$ cat src/rtl/itch_msg_tx_if.sv
// Message-in / beat-out bundle for itch_msg_tx: parallel message handshake plus
// the moldudp64 payload beat stream. The DUT uses the slave modport.
interface itch_msg_tx_if #(
  parameter int AXI_DATA_W = 64,
  parameter int AXI_KEEP_W = AXI_DATA_W/8,
  parameter int LEN_W      = 16,
  parameter int MAX_W      = 8*AXI_DATA_W
);
  logic                  msg_v_i;
  logic [LEN_W-1:0]      msg_len_i;
  logic [MAX_W-1:0]      msg_data_i;
  logic                  msg_ready_o;
  logic                  msg_err_o;
  logic                  mold_v_o;
  logic                  mold_ready_i;
  logic                  mold_start_o;
  logic                  mold_last_o;
  logic [AXI_DATA_W-1:0] mold_data_o;
  logic [AXI_KEEP_W-1:0] mold_keep_o;

  modport master (
    output msg_v_i, msg_len_i, msg_data_i, mold_ready_i,
    input  msg_ready_o, msg_err_o, mold_v_o, mold_start_o, mold_last_o,
           mold_data_o, mold_keep_o
  );

  modport slave (
    input  msg_v_i, msg_len_i, msg_data_i, mold_ready_i,
    output msg_ready_o, msg_err_o, mold_v_o, mold_start_o, mold_last_o,
           mold_data_o, mold_keep_o
  );
endinterface

$ cat src/rtl/itch_msg_tx.sv
// Serialises one parallel ITCH message into 64-bit moldudp64 payload beats.
// Define ITCH_TX_LEN_PREFIX_EN to prepend the 2-byte big-endian length field.
module itch_msg_tx #(
  parameter int AXI_DATA_W    = 64,
  parameter int AXI_KEEP_W    = AXI_DATA_W/8,
  parameter int MSG_MAX_BYTES = 50,
  parameter int CNT_MAX       = 8,
  parameter int CNT_MAX_W     = $clog2(CNT_MAX)+1,
  parameter int LEN_W         = 16,
  parameter int MAX_W         = CNT_MAX*AXI_DATA_W
) (
  input  logic         clk,
  input  logic         nreset,
  itch_msg_tx_if.slave bus
);
  localparam int LANE_IDX_W = $clog2(AXI_KEEP_W);
  localparam int BEAT_IDX_W = $clog2(CNT_MAX);
`ifdef ITCH_TX_LEN_PREFIX_EN
  localparam int PREFIX_BYTES = 2;
`else
  localparam int PREFIX_BYTES = 0;
`endif

  typedef logic [CNT_MAX-1:0][AXI_DATA_W-1:0] beat_arr_t;
  typedef enum logic {IDLE, SEND} state_e;

  state_e                state_q;
  beat_arr_t             buf_q;
  logic [CNT_MAX_W-1:0]  cnt_q, nbeats_q;
  logic [AXI_KEEP_W-1:0] last_keep_q;
  logic                  ready_q, err_q, v_q, start_q, last_q;
  logic [AXI_DATA_W-1:0] data_q;
  logic [AXI_KEEP_W-1:0] keep_q;

  beat_arr_t             stream_d;
  logic [LEN_W-1:0]      total_d;
  logic [CNT_MAX_W-1:0]  nbeats_d, cnt_d;
  logic [AXI_KEEP_W-1:0] tail_keep_d, first_keep_d, next_keep_d;
  logic [AXI_DATA_W-1:0] first_data_d, next_data_d;
  logic                  len_ok_d, accept_d, beat_done_d, first_last_d, next_last_d;

  // Keep mask for the final beat: remainder bytes, or a full beat if none.
  function automatic logic [AXI_KEEP_W-1:0] tail_keep(input logic [LEN_W-1:0] total);
    logic [LANE_IDX_W-1:0] rem;
    rem = total[LANE_IDX_W-1:0];
    if (rem == '0) return '1;
    return (AXI_KEEP_W'(1) << rem) - AXI_KEEP_W'(1);
  endfunction

  function automatic logic [AXI_DATA_W-1:0] mask_lanes(input logic [AXI_DATA_W-1:0] w,
                                                       input logic [AXI_KEEP_W-1:0] k);
    logic [AXI_DATA_W-1:0] r;
    r = '0;
    for (int b = 0; b < AXI_KEEP_W; b++) r[8*b +: 8] = k[b] ? w[8*b +: 8] : 8'h00;
    return r;
  endfunction

`ifdef ITCH_TX_LEN_PREFIX_EN
  logic unused_msg_hi;
  assign unused_msg_hi = ^bus.msg_data_i[MAX_W-1 -: 16];
`endif

  always_comb begin
    // NOTE: every always_comb output is assigned before any branch so no latch can form.
`ifdef ITCH_TX_LEN_PREFIX_EN
    stream_d = beat_arr_t'({bus.msg_data_i[MAX_W-17:0], bus.msg_len_i[7:0], bus.msg_len_i[15:8]});
`else
    stream_d = beat_arr_t'(bus.msg_data_i);
`endif
    total_d      = bus.msg_len_i + LEN_W'(PREFIX_BYTES);
    nbeats_d     = CNT_MAX_W'((total_d + LEN_W'(AXI_KEEP_W-1)) >> LANE_IDX_W);
    len_ok_d     = (bus.msg_len_i != '0) && (bus.msg_len_i <= LEN_W'(MSG_MAX_BYTES));
    accept_d     = bus.msg_v_i & ready_q;
    tail_keep_d  = tail_keep(total_d);
    first_last_d = (nbeats_d == CNT_MAX_W'(1));
    first_keep_d = first_last_d ? tail_keep_d : '1;
    first_data_d = mask_lanes(stream_d[0], first_keep_d);
    cnt_d        = cnt_q + CNT_MAX_W'(1);
    next_last_d  = (cnt_d == nbeats_q - CNT_MAX_W'(1));
    next_keep_d  = next_last_d ? last_keep_q : '1;
    next_data_d  = mask_lanes(buf_q[cnt_d[BEAT_IDX_W-1:0]], next_keep_d);
    beat_done_d  = v_q & bus.mold_ready_i;
  end

  // NOTE: the payload buffer carries no reset; it is only read after a load.
  always_ff @(posedge clk) begin
    if (state_q == IDLE && accept_d && len_ok_d) buf_q <= stream_d;
  end

  always_ff @(posedge clk) begin
    if (nreset) begin
      state_q     <= IDLE;
      cnt_q       <= '0;
      nbeats_q    <= '0;
      last_keep_q <= '0;
      ready_q     <= 1'b1;
      err_q       <= 1'b0;
      v_q         <= 1'b0;
      start_q     <= 1'b0;
      last_q      <= 1'b0;
      data_q      <= '0;
      keep_q      <= '0;
    end else begin
      err_q <= 1'b0;
      unique case (state_q)
        IDLE: begin
          if (accept_d) begin
            if (len_ok_d) begin
              state_q     <= SEND;
              ready_q     <= 1'b0;
              cnt_q       <= '0;
              nbeats_q    <= nbeats_d;
              last_keep_q <= tail_keep_d;
              v_q         <= 1'b1;
              start_q     <= 1'b1;
              last_q      <= first_last_d;
              data_q      <= first_data_d;
              keep_q      <= first_keep_d;
            end else begin
              err_q <= 1'b1;
            end
          end
        end
        SEND: begin
          // Beat fields only move on a completed handshake, so stalls hold them.
          if (beat_done_d) begin
            if (last_q) begin
              state_q <= IDLE;
              ready_q <= 1'b1;
              cnt_q   <= '0;
              v_q     <= 1'b0;
              start_q <= 1'b0;
              last_q  <= 1'b0;
              data_q  <= '0;
              keep_q  <= '0;
            end else begin
              cnt_q   <= cnt_d;
              start_q <= 1'b0;
              last_q  <= next_last_d;
              data_q  <= next_data_d;
              keep_q  <= next_keep_d;
            end
          end
        end
        default: state_q <= IDLE;
      endcase
    end
  end

  assign bus.msg_ready_o  = ready_q;
  assign bus.msg_err_o    = err_q;
  assign bus.mold_v_o     = v_q;
  assign bus.mold_start_o = start_q;
  assign bus.mold_last_o  = last_q;
  assign bus.mold_data_o  = data_q;
  assign bus.mold_keep_o  = keep_q;
endmodule

$ cat src/flat_wrapper.sv
// flat-port wrapper written by rule: the top's interface ports become plain ports
module itch_msg_tx_flat 
#(
  parameter int AXI_DATA_W    = 64,
  parameter int AXI_KEEP_W    = AXI_DATA_W/8,
  parameter int MSG_MAX_BYTES = 50,
  parameter int CNT_MAX       = 8,
  parameter int CNT_MAX_W     = $clog2(CNT_MAX)+1,
  parameter int LEN_W         = 16,
  parameter int MAX_W         = CNT_MAX*AXI_DATA_W
)
  (clk, nreset, bus_msg_v_i, bus_msg_len_i, bus_msg_data_i, bus_mold_ready_i, bus_msg_ready_o, bus_msg_err_o, bus_mold_v_o, bus_mold_start_o, bus_mold_last_o, bus_mold_data_o, bus_mold_keep_o);
  itch_msg_tx_if #(.AXI_DATA_W(AXI_DATA_W), .AXI_KEEP_W(AXI_KEEP_W), .LEN_W(LEN_W), .MAX_W(MAX_W)) bus_i ();
  input  logic clk;
  input  logic nreset;
  input wire logic [$bits(bus_i.msg_v_i)-1:0] bus_msg_v_i;
  input wire logic [$bits(bus_i.msg_len_i)-1:0] bus_msg_len_i;
  input wire logic [$bits(bus_i.msg_data_i)-1:0] bus_msg_data_i;
  input wire logic [$bits(bus_i.mold_ready_i)-1:0] bus_mold_ready_i;
  output wire logic [$bits(bus_i.msg_ready_o)-1:0] bus_msg_ready_o;
  output wire logic [$bits(bus_i.msg_err_o)-1:0] bus_msg_err_o;
  output wire logic [$bits(bus_i.mold_v_o)-1:0] bus_mold_v_o;
  output wire logic [$bits(bus_i.mold_start_o)-1:0] bus_mold_start_o;
  output wire logic [$bits(bus_i.mold_last_o)-1:0] bus_mold_last_o;
  output wire logic [$bits(bus_i.mold_data_o)-1:0] bus_mold_data_o;
  output wire logic [$bits(bus_i.mold_keep_o)-1:0] bus_mold_keep_o;
  assign bus_i.msg_v_i = bus_msg_v_i;
  assign bus_i.msg_len_i = bus_msg_len_i;
  assign bus_i.msg_data_i = bus_msg_data_i;
  assign bus_i.mold_ready_i = bus_mold_ready_i;
  assign bus_msg_ready_o = bus_i.msg_ready_o;
  assign bus_msg_err_o = bus_i.msg_err_o;
  assign bus_mold_v_o = bus_i.mold_v_o;
  assign bus_mold_start_o = bus_i.mold_start_o;
  assign bus_mold_last_o = bus_i.mold_last_o;
  assign bus_mold_data_o = bus_i.mold_data_o;
  assign bus_mold_keep_o = bus_i.mold_keep_o;
  itch_msg_tx #(.AXI_DATA_W(AXI_DATA_W), .AXI_KEEP_W(AXI_KEEP_W), .MSG_MAX_BYTES(MSG_MAX_BYTES), .CNT_MAX(CNT_MAX), .CNT_MAX_W(CNT_MAX_W), .LEN_W(LEN_W), .MAX_W(MAX_W)) u_core (.clk(clk), .nreset(nreset), .bus(bus_i));
endmodule
$ cat config.mk
export PLATFORM = sky130hd
export DESIGN_NAME = itch_msg_tx_flat
export DESIGN_NICKNAME = d
export VERILOG_FILES = /design/src/rtl/itch_msg_tx_if.sv /design/src/rtl/itch_msg_tx.sv /design/src/flat_wrapper.sv
export SDC_FILE = /design/constraint.sdc
export NUM_CORES = 1
export LEC_CHECK = 0
export ABC_CLOCK_PERIOD_IN_PS = 18720
export CORE_AREA = 5 5 233 235
export DETAILED_ROUTE_END_ITERATION = 6
export DIE_AREA = 0 0 238 240
export PLACE_DENSITY = 0.83
export SETUP_SLACK_MARGIN = 0.5
export SLEW_MARGIN = 20
export SYNTH_ARGS = -nofsm -noshare
export SYNTH_HDL_FRONTEND = slang
export SYNTH_SLANG_ARGS = --single-unit
$ cat constraint.sdc
create_clock -name clk -period 18.72 [get_ports clk]
set_input_delay 3.744 -clock clk [delete_from_list [all_inputs] [get_ports clk]]
set_output_delay 3.744 -clock clk [all_outputs]
set_load 0.01 [all_outputs]
==> results of run 1 <==
## worst min-delay path: stages (launching register included)
cell and delay, ns:
dfxtp_1 0.31, nand2_1 0.05, a21oi_1 0.05
## path summary, 6_finish.rpt
kind / start / to
min reg2reg: u_core.cnt_q[3] / u_core.cnt_q[3]
min: u_core.cnt_q[3] / u_core.cnt_q[3]
max reg2reg: u_core.state_q / u_core.buf_q[357]
max: bus_msg_len_i[6] / u_core.buf_q[357]
## stage by stage
step | util | hold WS, ns | total power, mW | instances
2_1_floorplan | - | 0.444 | 1.50 | 1372
4_1_cts | 0.634 | 0.471 | 3.07 | 2724
3_5_place_dp | 0.587 | 0.463 | 1.62 | 2602
6_report | 0.636 | 0.467 | 3.04 | 2736
5_1_grt | 0.636 | 0.476 | 3.13 | 2733
3_3_place_gp | 0.587 | 0.450 | 1.62 | 2602
## synthesized netlist by cell type (all sizes together) (3+ instances only)
library cell	n
a211oi	70
a21oi	68
a311oi	10
buf	42
clkbuf	42
dfxtp	94
edfxtp	512
inv	4
mux2i	89
mux4	120
nand2	7
nand2b	11
nand3	5
nand3b	10
nor2	165
nor3	6
nor4	3
o21ai	76
o31a	3
or3	3
or4	3
xnor2	6
xor2	6
## power groups by stage
stage / combinational (mW) / clock, mW / sequential, mW
after global placement: 0.130 / 0 / 1.49
final: 0.134 / 1.45 / 1.46
after global routing: 0.140 / 1.53 / 1.46
after CTS: 0.134 / 1.47 / 1.46
after floorplan: 0.00871 / 0 / 1.49
after detailed placement: 0.132 / 0 / 1.49
## routing by layer
metal / vias to the layer above / share of wire
li1: 6713 / -
met5: - / 0.00067
met1: 7722 / 0.35
met4: 8 / 0.028
met3: 127 / 0.095
met2: 865 / 0.53
## registers in the layout (all words and copies together), names as in the netlist, 4 cells and up
register / flops
u_core.nbeats_q: 4
u_core.cnt_q: 4
u_core.buf_q: 512
u_core.bus.mold_keep_o: 8
u_core.bus.mold_data_o: 64
u_core.last_keep_q: 8
## cell type report
class                           count  area, um^2  area share
Sequential cell                   606       17300       0.522
Multi-Input combinational cell    678        6200       0.187
Timing Repair Buffer              628        6270       0.190
Clock buffer                       84        1830      0.0554
Inverter                            4        27.5    0.000832
Antenna cell                       10        25.0    0.000756
Clock inverter                     38         609      0.0184
Tap cell                          688         861      0.0260
## kinds of logic after synthesis
logic type	after synthesis	share of synthesized area
compound gates	233	0.0595
xor+xnor	12	0.00442
fa+ha+maj	2	0.00105
buf+inv	88	0.0168
flops	606	0.726
mux	209	0.151
simple gates	222	0.0414
==> impl_metrics.py, run 1 <==
metrics = {
    "timing": {
        "fin_tns_setup_ns": 0,
        "period_share": 0.423,
        "worst_pin_slew_ns": 1.23,
        "finClkSkew_ns": 0.0229,
        "fmax_ghz": 0.126,
        "finalSetupViolations": 0,
        "slew_headroom": 0.181,
        "slew_viol_final": 0,
        "rsz0062_at_grt": "no",
        "finalCriticalPeriod_ns": 7.92,
        "setup_ws_ns": 10.80,
        "hold_viol": 0,
    },
    "setup_path": {
        "cpPeakStageDelay_ns": 0.99,
        "critPathTopFamily": "buffers and inverters",
        "critPathCaptureType": "flop",
        "slowest_stage": "buf_4",
        "required_ns": 18.93,
        "arrival_ns": 8.13,
        "r2r.worst_path.cells": 7,
        "critPathMaxFanout": 168,
        "cp_num_cells": 8,
        "crit_top_cell": "buf_4",
        "crit_chain": "clkdlybuf4s50_1 > or4_1 > nor4_1 > buf_4 > nand2_1 > clkinv_8 > buf_4 > buf_4",
        "rrSetupSlack_ns": 14.01,
        "critical_path_buf_inv_count": 5,
        "start_kind": "input port",
        "criticalPathCategory": "in -> reg",
    },
    "synthesis": {
        "yosysWarnings": 0,
        "synth-edff-count": 512,
        "netlist.area_leader.share": 0.647,
        "syn_nets": 1906,
        "syn_avg_cell_area_um2": 17.3,
        "ys.flop_type": "edfxtp_1",
        "yosysTopAreaCell": "edfxtp_1",
        "synthArstFlopShare": 0,
        "syn_area_mm2": 0.0238,
        "yosysUniqueCellTypes": 42,
        "synthTopCellsByArea": "edfxtp_1 65%, mux4_2 11%, dfxtp_1 7.9%",
        "yosysSeqAreaShare": 0.726,
        "postSynthCellCount": 1372,
        "ys_ff_latch": 606,
    },
    "job": {
        "maxCapViolCount": 0,
    },
    "global_routing": {
        "grt_usage": 0.248,
        "grt_pass1_wl_um": 105000,
        "grt_use_met3": 0.0669,
        "globalRoute.busiestLayer": "met2",
        "grt_pass1_vias": 16141,
        "grtUsageMet2": 0.435,
        "grt_max_degree": 169,
        "overflow": 0,
        "grtUsageMet1": 0.299,
        "antenna_found_initial": 11,
    },
    "clock_network": {
        "cts-root-buf": "clkbuf_16",
        "ctsHoldBuffers": 0,
        "cts_tree": "built",
        "cts_sinks": 606,
        "worstSkewPairLatency_ns": 0.60,
        "cts_resized": 0,
        "htreeDepth": 3,
        "clkTransAtPathRegs_ns": 0.06,
        "cts_setup_buffers": 0,
        "cts_buffer_depth": 3,
        "cts_inserted_buffers": 66,
    },
    "placed_design": {
        "place_area_mm2": 0.0305,
        "gp_congestion": 0.864,
        "place_ws_ns": 9.80,
        "dp_hpwl_um": 50100,
        "io_buffers": 608,
    },
    "cells_and_area": {
        "final_cell_mix": "607 x clkdlybuf4s50_1, 512 x edfxtp_1, 165 x nor2_1, 120 x mux4_2, 93 x dfxtp_1",
        "nFillCells": 3582,
        "final_common_cell": "clkdlybuf4s50_1",
        "nNetsFinal": 2518,
        "drive_gt1_frac": 0.128,
        "final_cell_area_mm2": 0.0331,
        "area_growth_pct": 39.2,
    },
    "route": {
        "viasPerCell": 5.64,
        "drt-total-wl_um": 73400,
        "drtAntennaViolNets": 0,
        "drt_drc_violations_left": 0,
        "dr.pass1.iters": 5,
        "first_iter_violations": 1511,
        "via_count": 15435,
        "wl_per_cell_um": 26.8,
    },
    "power_and_ir_drop": {
        "leakagePower_nw": 10.3,
        "seqPwrFrac": 0.480,
        "power-per-cell-area_mw_per_mm2": 92.0,
        "swShare": 0.193,
        "p_switching_uw": 587,
        "power.internal_mw": 2.46,
        "power_frac_clock": 0.476,
        "ir_worst_vdd_v": 0.0000981,
        "combPwrFrac": 0.044,
    },
    "floorplan": {
        "initial_core_util": 0.457,
        "core.rowCount": 84,
        "coreArea_mm2": 0.0520,
        "dieArea_mm2": 0.0571,
        "die_w_um": 238,
        "pin_count": 609,
        "die_h_um": 240,
    },
    "outcome": {
        "outcome": "completed",
    },
    "worst_hold_path": {
        "min_path_type": "reg -> reg",
        "min_path_cells": 2,
    },
}
Power figures use the tool's default switching activity.
==> run 2, diff against run 1 <==
- ABC_CLOCK_PERIOD_IN_PS: 18720 -> 6400
- CORE_AREA: 5 5 233 235 -> not set
- CORE_MARGIN: not set -> 5
- CORE_UTILIZATION: not set -> 44
- DIE_AREA: 0 0 238 240 -> not set
- clock period: 18.72 -> 6.4 ns (I/O delays scaled with it)
==> run 2 against run 1 <==
  * First-iteration DRC count shrank 11%
  * Combinational power rose to 2.9 times the previous value
  * Critical endpoint is now u_core.buf_q[244]
  * Via count decreased by 1.9%
  * Sequential power rose to 2.9 times the previous value
  * Utilization down 2.6 points
  * Count of clock-buffer cells in the layout shrank 7
  * Critical path depth down 1
==> impl_metrics.py, run 2 (synthesized netlist as in run 1, its figures left out) <==
metrics = {
    "timing": {
        "finClkSkew_ns": 0.0221,
        "whs_ns": 0.472,
        "fin_tns_setup_ns": 0,
        "period_share": 0.645,
        "setup_ws_ns": 2.27,
        "rsz0062_at_grt": "no",
        "hold_viol": 0,
        "worst_pin_slew_ns": 1.10,
        "slew_headroom": 0.264,
        "finalCriticalPeriod_ns": 4.13,
        "fmax_ghz": 0.242,
        "finalSetupViolations": 0,
        "slew_viol_final": 0,
    },
    "worst_hold_path": {
        "min_path_cells": 2,
        "min_from": "u_core.cnt_q[3]",
        "min_path_type": "reg -> reg",
        "hold_end": "u_core.cnt_q[3]",
    },
    "cells_and_area": {
        "multi_input_area_mm2": 0.00621,
        "largest-register": "u_core.buf_q",
        "final_cell_mix": "607 x clkdlybuf4s50_1, 512 x edfxtp_1, 165 x nor2_1, 120 x mux4_2, 93 x dfxtp_1",
        "drive_gt1_frac": 0.126,
        "fin_util": 0.610,
        "largest_reg_flops": 512,
        "seq_area_mm2": 0.0173,
        "nFillCells": 3779,
        "nNetsFinal": 2523,
        "area_growth_pct": 37.8,
        "final_common_cell": "clkdlybuf4s50_1",
    },
    "clock_network": {
        "cts_tree": "built",
        "cts_inserted_buffers": 60,
        "cts_setup_buffers": 0,
        "clkTransAtPathRegs_ns": 0.06,
        "cts_sinks": 606,
        "cts_resized": 0,
        "htreeDepth": 2,
        "worstSkewPairLatency_ns": 0.60,
        "ctsHoldBuffers": 0,
        "cts-root-buf": "clkbuf_16",
        "cts_buffer_depth": 3,
    },
    "global_routing": {
        "grt_pass1_vias": 16131,
        "overflow": 0,
        "grt_max_degree": 119,
        "antenna_found_initial": 3,
        "grt_pass1_wl_um": 103000,
        "grt_usage": 0.231,
    },
    "setup_path": {
        "r2r.worst_path.cells": 6,
        "rrSetupSlack_ns": 2.84,
        "regToRegStartpoint": "u_core.state_q",
        "required_ns": 6.62,
        "arrival_ns": 4.35,
        "critPathMaxFanout": 87,
        "critPathCaptureType": "flop",
        "r2r_end": "u_core.buf_q[244]",
        "start_kind": "input port",
        "criticalPathCategory": "in -> reg",
    },
    "route": {
        "dr.pass1.iters": 6,
        "viasPerCell": 5.53,
        "wl_per_cell_um": 25.6,
        "via_count": 15143,
        "drt-total-wl_um": 70100,
        "first_iter_violations": 1342,
        "drt_drc_violations_left": 0,
        "drtAntennaViolNets": 0,
    },
    "placed_design": {
        "place_ws_ns": 1.72,
        "gp_congestion": 0.853,
        "dp_hpwl_um": 49100,
        "io_buffers": 608,
    },
    "floorplan": {
        "pin_count": 609,
        "die_h_um": 242,
        "dieArea_mm2": 0.0588,
        "die_w_um": 242,
        "core.rowCount": 85,
        "coreArea_mm2": 0.0537,
        "initial_core_util": 0.443,
    },
    "power_and_ir_drop": {
        "leakagePower_nw": 10.1,
        "ir_worst_vdd_v": 0.000202,
        "power-per-cell-area_mw_per_mm2": 252,
    },
    "job": {
        "maxCapViolCount": 0,
    },
    "outcome": {
        "outcome": "completed",
    },
}
[run 2: cell types whose count changed in the layout (fill, tap and decap cells not counted), sizes merged]
cell      previous run  this run
diode               10         3
bufinv              14         8
clkinv              15        19
clkbuf              84        77
buf                 21        32
clkinvlp             5         6
[run 2: through the flow]
step / cells / cell area, um^2 / total power [mW]
floorplan: 1372 / 23800 / 4.39
global placement: 2623 / 30700 / 4.74
detailed placement: 2623 / 30700 / 4.75
CTS: 2737 / 32800 / 8.34
global route: 2738 / 32800 / 8.53
finish: 2740 / 32800 / 8.27
[run 2: power breakdown]
group / internal (mW) / switching, mW
Combinational: 0.291 / 0.100
Sequential: 4.27 / 0.000716
Clock: 2.11 / 1.49
[run 2: final cells by class]
cell class | count | share of cell area
clock buffer | 77 | 0.0493
inverter | 4 | 0.000573
multi-input combinational | 678 | 0.189
timing repair buffer | 639 | 0.195
clock inverter | 37 | 0.0126
antenna | 3 | 0.000229
tap | 696 | 0.0266
sequential | 606 | 0.527
[run 2: worst max-delay path by stage]
stage / from / to / slack [ns] / cells past startpoint
2_1_floorplan: bus_msg_len_i[0] / u_core.buf_q[0] / -3.53 / 5
3_3_place_gp: bus_msg_len_i[8] / u_core.buf_q[112] / 1.76 / 7
3_5_place_dp: bus_msg_len_i[8] / u_core.buf_q[436] / 1.72 / 7
4_1_cts: bus_msg_len_i[8] / u_core.buf_q[111] / 2.36 / 7
5_1_grt: bus_msg_len_i[8] / u_core.buf_q[373] / 2.17 / 7
6_report: bus_msg_len_i[8] / u_core.buf_q[244] / 2.27 / 7
[run 2: critical path, cell delays in order]
cell             delay, ns
clkdlybuf4s50_1       0.42
or4_1                 0.67
nor4_1                0.51
nand2_1               0.21
clkinvlp_4            0.42
buf_12                0.27
buf_12                0.38
[run 2: per-layer routing]
metal,share of wire,track usage
met4,0.028,0.0658
met2,0.53,0.411
met1,0.36,0.279
met5,0,0
met3,0.091,0.0617
==> run 3, diff against run 2 <==
- ABC_CLOCK_PERIOD_IN_PS: 6400 -> 3950
- CORE_AREA: not set -> 5 5 233 235
- CORE_MARGIN: 5 -> not set
- CORE_UTILIZATION: 44 -> not set
- DIE_AREA: not set -> 0 0 238 240
- clock period: 6.4 -> 3.95 ns (I/O delays scaled with it)
==> run 3 against run 2 <==
  * Count of clock-buffer cells in the layout fell by 6
  * Non-clock buffer count rose by 22
  * Utilization rose by 2.8 points
  * First-iteration DRC count rose by 17%
  * Clock skew rose by 0.0086 ns
  * Setup slack got worse by 1.4 ns
  * Largest power group unchanged
  * Highest routed layer is now met5
==> impl_metrics.py, run 3 (synthesized netlist as in run 1, its figures left out) <==
metrics = {
    "power_and_ir_drop": {
        "p_switching_mw": 2.71,
        "seqPwrFrac": 0.501,
        "total_power_mw": 13.8,
        "swShare": 0.196,
        "power-per-cell-area_mw_per_mm2": 416,
        "power_frac_clock": 0.452,
        "leakagePower_nw": 10.3,
        "ir_worst_vdd_v": 0.000440,
        "power.internal_mw": 11.1,
        "combPwrFrac": 0.047,
    },
    "placed_design": {
        "place_ws_ns": 0.493,
        "dp_hpwl_um": 51800,
        "gp_congestion": 0.844,
        "io_buffers": 608,
        "place_area_mm2": 0.0310,
    },
    "floorplan": {
        "die_w_um": 238,
        "core.rowCount": 84,
        "dieArea_mm2": 0.0571,
        "pin_count": 609,
        "die_h_um": 240,
        "initial_core_util": 0.457,
        "coreArea_mm2": 0.0520,
    },
    "setup_path": {
        "critPathMaxFanout": 30,
        "arrival_ns": 3.58,
        "r2r_end": "u_core.bus.mold_data_o[54]",
        "critPathCaptureType": "flop",
        "r2r.worst_path.cells": 6,
        "slowest_stage": "dfxtp_4",
        "critical_path_buf_inv_count": 0,
        "rrSetupSlack_ns": 0.85,
        "required_ns": 4.43,
        "crit_chain": "ha_4 > xnor2_1 > nor2_1 > nand3b_1 > o21ai_0 > a211oi_1",
        "cpPeakStageDelay_ns": 0.65,
        "criticalPathCategory": "reg -> reg",
        "regToRegStartpoint": "u_core.cnt_q[0]",
        "start_kind": "flop",
        "critPathTopFamily": "simple AND/OR/NAND/NOR gates",
    },
    "clock_network": {
        "clkTransAtPathRegs_ns": 0.06,
        "cts_tree": "built",
        "cts_buffer_depth": 3,
        "worstSkewPairLatency_ns": 0.63,
        "cts_sinks": 606,
        "cts_inserted_buffers": 61,
        "htreeDepth": 2,
        "cts-root-buf": "clkbuf_16",
    },
    "worst_hold_path": {
        "min_path_cells": 2,
        "min_from": "u_core.cnt_q[3]",
        "hold_end": "u_core.cnt_q[3]",
        "min_path_type": "reg -> reg",
    },
    "timing": {
        "finalSetupViolations": 0,
        "setup_ws_ns": 0.847,
        "slew_headroom": 0.279,
        "worst_pin_slew_ns": 1.08,
        "slew_viol_final": 0,
        "fmax_ghz": 0.322,
        "rsz0062_at_grt": "no",
        "finClkSkew_ns": 0.0307,
        "period_share": 0.786,
        "whs_ns": 0.476,
        "hold_viol": 0,
        "finalCriticalPeriod_ns": 3.10,
    },
    "route": {
        "drtAntennaViolNets": 0,
        "viasPerCell": 5.64,
        "drt_drc_violations_left": 0,
        "drt-total-wl_um": 72700,
        "first_iter_violations": 1573,
        "dr.pass1.iters": 5,
        "via_count": 15595,
        "wl_per_cell_um": 26.3,
    },
    "global_routing": {
        "grt_usage": 0.245,
        "grt_max_degree": 73,
        "overflow": 0,
        "antenna_found_initial": 14,
        "grt_pass1_vias": 16428,
        "grt_pass1_wl_um": 105000,
    },
    "cells_and_area": {
        "drive_gt1_frac": 0.139,
        "final_common_cell": "clkdlybuf4s50_1",
        "area_growth_pct": 39.8,
        "seq_area_mm2": 0.0173,
        "largest_reg_flops": 512,
        "multi_input_area_mm2": 0.00620,
        "fin_util": 0.639,
        "nFillCells": 3484,
        "final_cell_area_mm2": 0.0332,
        "largest-register": "u_core.buf_q",
        "nNetsFinal": 2546,
        "final_cell_mix": "607 x clkdlybuf4s50_1, 512 x edfxtp_1, 165 x nor2_1, 120 x mux4_2, 93 x dfxtp_1",
    },
    "outcome": {
        "outcome": "completed",
    },
    "job": {
        "maxCapViolCount": 0,
    },
}
run 3: final cells by class:
cell class              instances  share of cell area
flip-flops and latches        606               0.519
clock buffers                  71              0.0486
well taps                     688              0.0259
inverters                       4            0.000565
clock inverters                43              0.0169
repair buffers                661               0.201
multi-input cells             678               0.187
diodes                         13            0.000979
run 3: stage by stage:
stage	instances	TNS, ns
finish	2764	0
global route	2757	0
CTS	2750	0
detailed placement	2636	0
global placement	2636	0
floorplan	1372	-2812.68
run 3: repair_timing:
action | 4_1_cts | 5_1_grt
hold endpoints to repair | 0 | 0
setup buffers | 0 | 1
endpoints found under the setup margin | 0 | 1
gates resized for setup | 0 | 0
hold buffers | 0 | 0
run 3: how the worst max path moves through the flow:
| stage | start | endpoint | slack [ns] | cells past startpoint |
|---|---|---|---|---|
| 6_report | u_core.cnt_q[0] | u_core.bus.mold_data_o[54] | 0.85 | 6 |
| 4_1_cts | u_core.cnt_q[0] | u_core.bus.mold_data_o[56] | 0.73 | 6 |
| 3_3_place_gp | bus_msg_len_i[12] | u_core.buf_q[469] | 0.52 | 7 |
| 5_1_grt | u_core.cnt_q[0] | u_core.bus.mold_data_o[40] | 0.63 | 6 |
| 3_5_place_dp | bus_msg_len_i[12] | u_core.buf_q[463] | 0.49 | 6 |
| 2_1_floorplan | bus_msg_len_i[0] | u_core.buf_q[0] | -5.49 | 5 |
run 3: power by group through the flow:
| stage | combinational [mW] | clock (mW) | sequential (mW) |
|---|---|---|---|
| after floorplan | 0.0456 | 0 | 7.07 |
| after global placement | 0.641 | 0 | 7.06 |
| after detailed placement | 0.647 | 0 | 7.06 |
| after CTS | 0.654 | 6.33 | 6.92 |
| after global routing | 0.679 | 6.60 | 6.92 |
| final | 0.650 | 6.25 | 6.92 |
run 3: routing by layer:
layer / part of all wire / track usage / routed length, um
met2: 0.52 / 0.423 / 37500
met1: 0.35 / 0.293 / 25500
met4: 0.039 / 0.0958 / 2840
met5: 0.00037 / 0 / 27
met3: 0.093 / 0.0689 / 6790
run 3: worst reg2reg max path, cell delays in order, from the launching register on:
cell,delay (ns)
dfxtp_4,0.65
ha_4,0.57
xnor2_1,0.15
nor2_1,0.51
nand3b_1,0.56
o21ai_0,0.40
a211oi_1,0.11
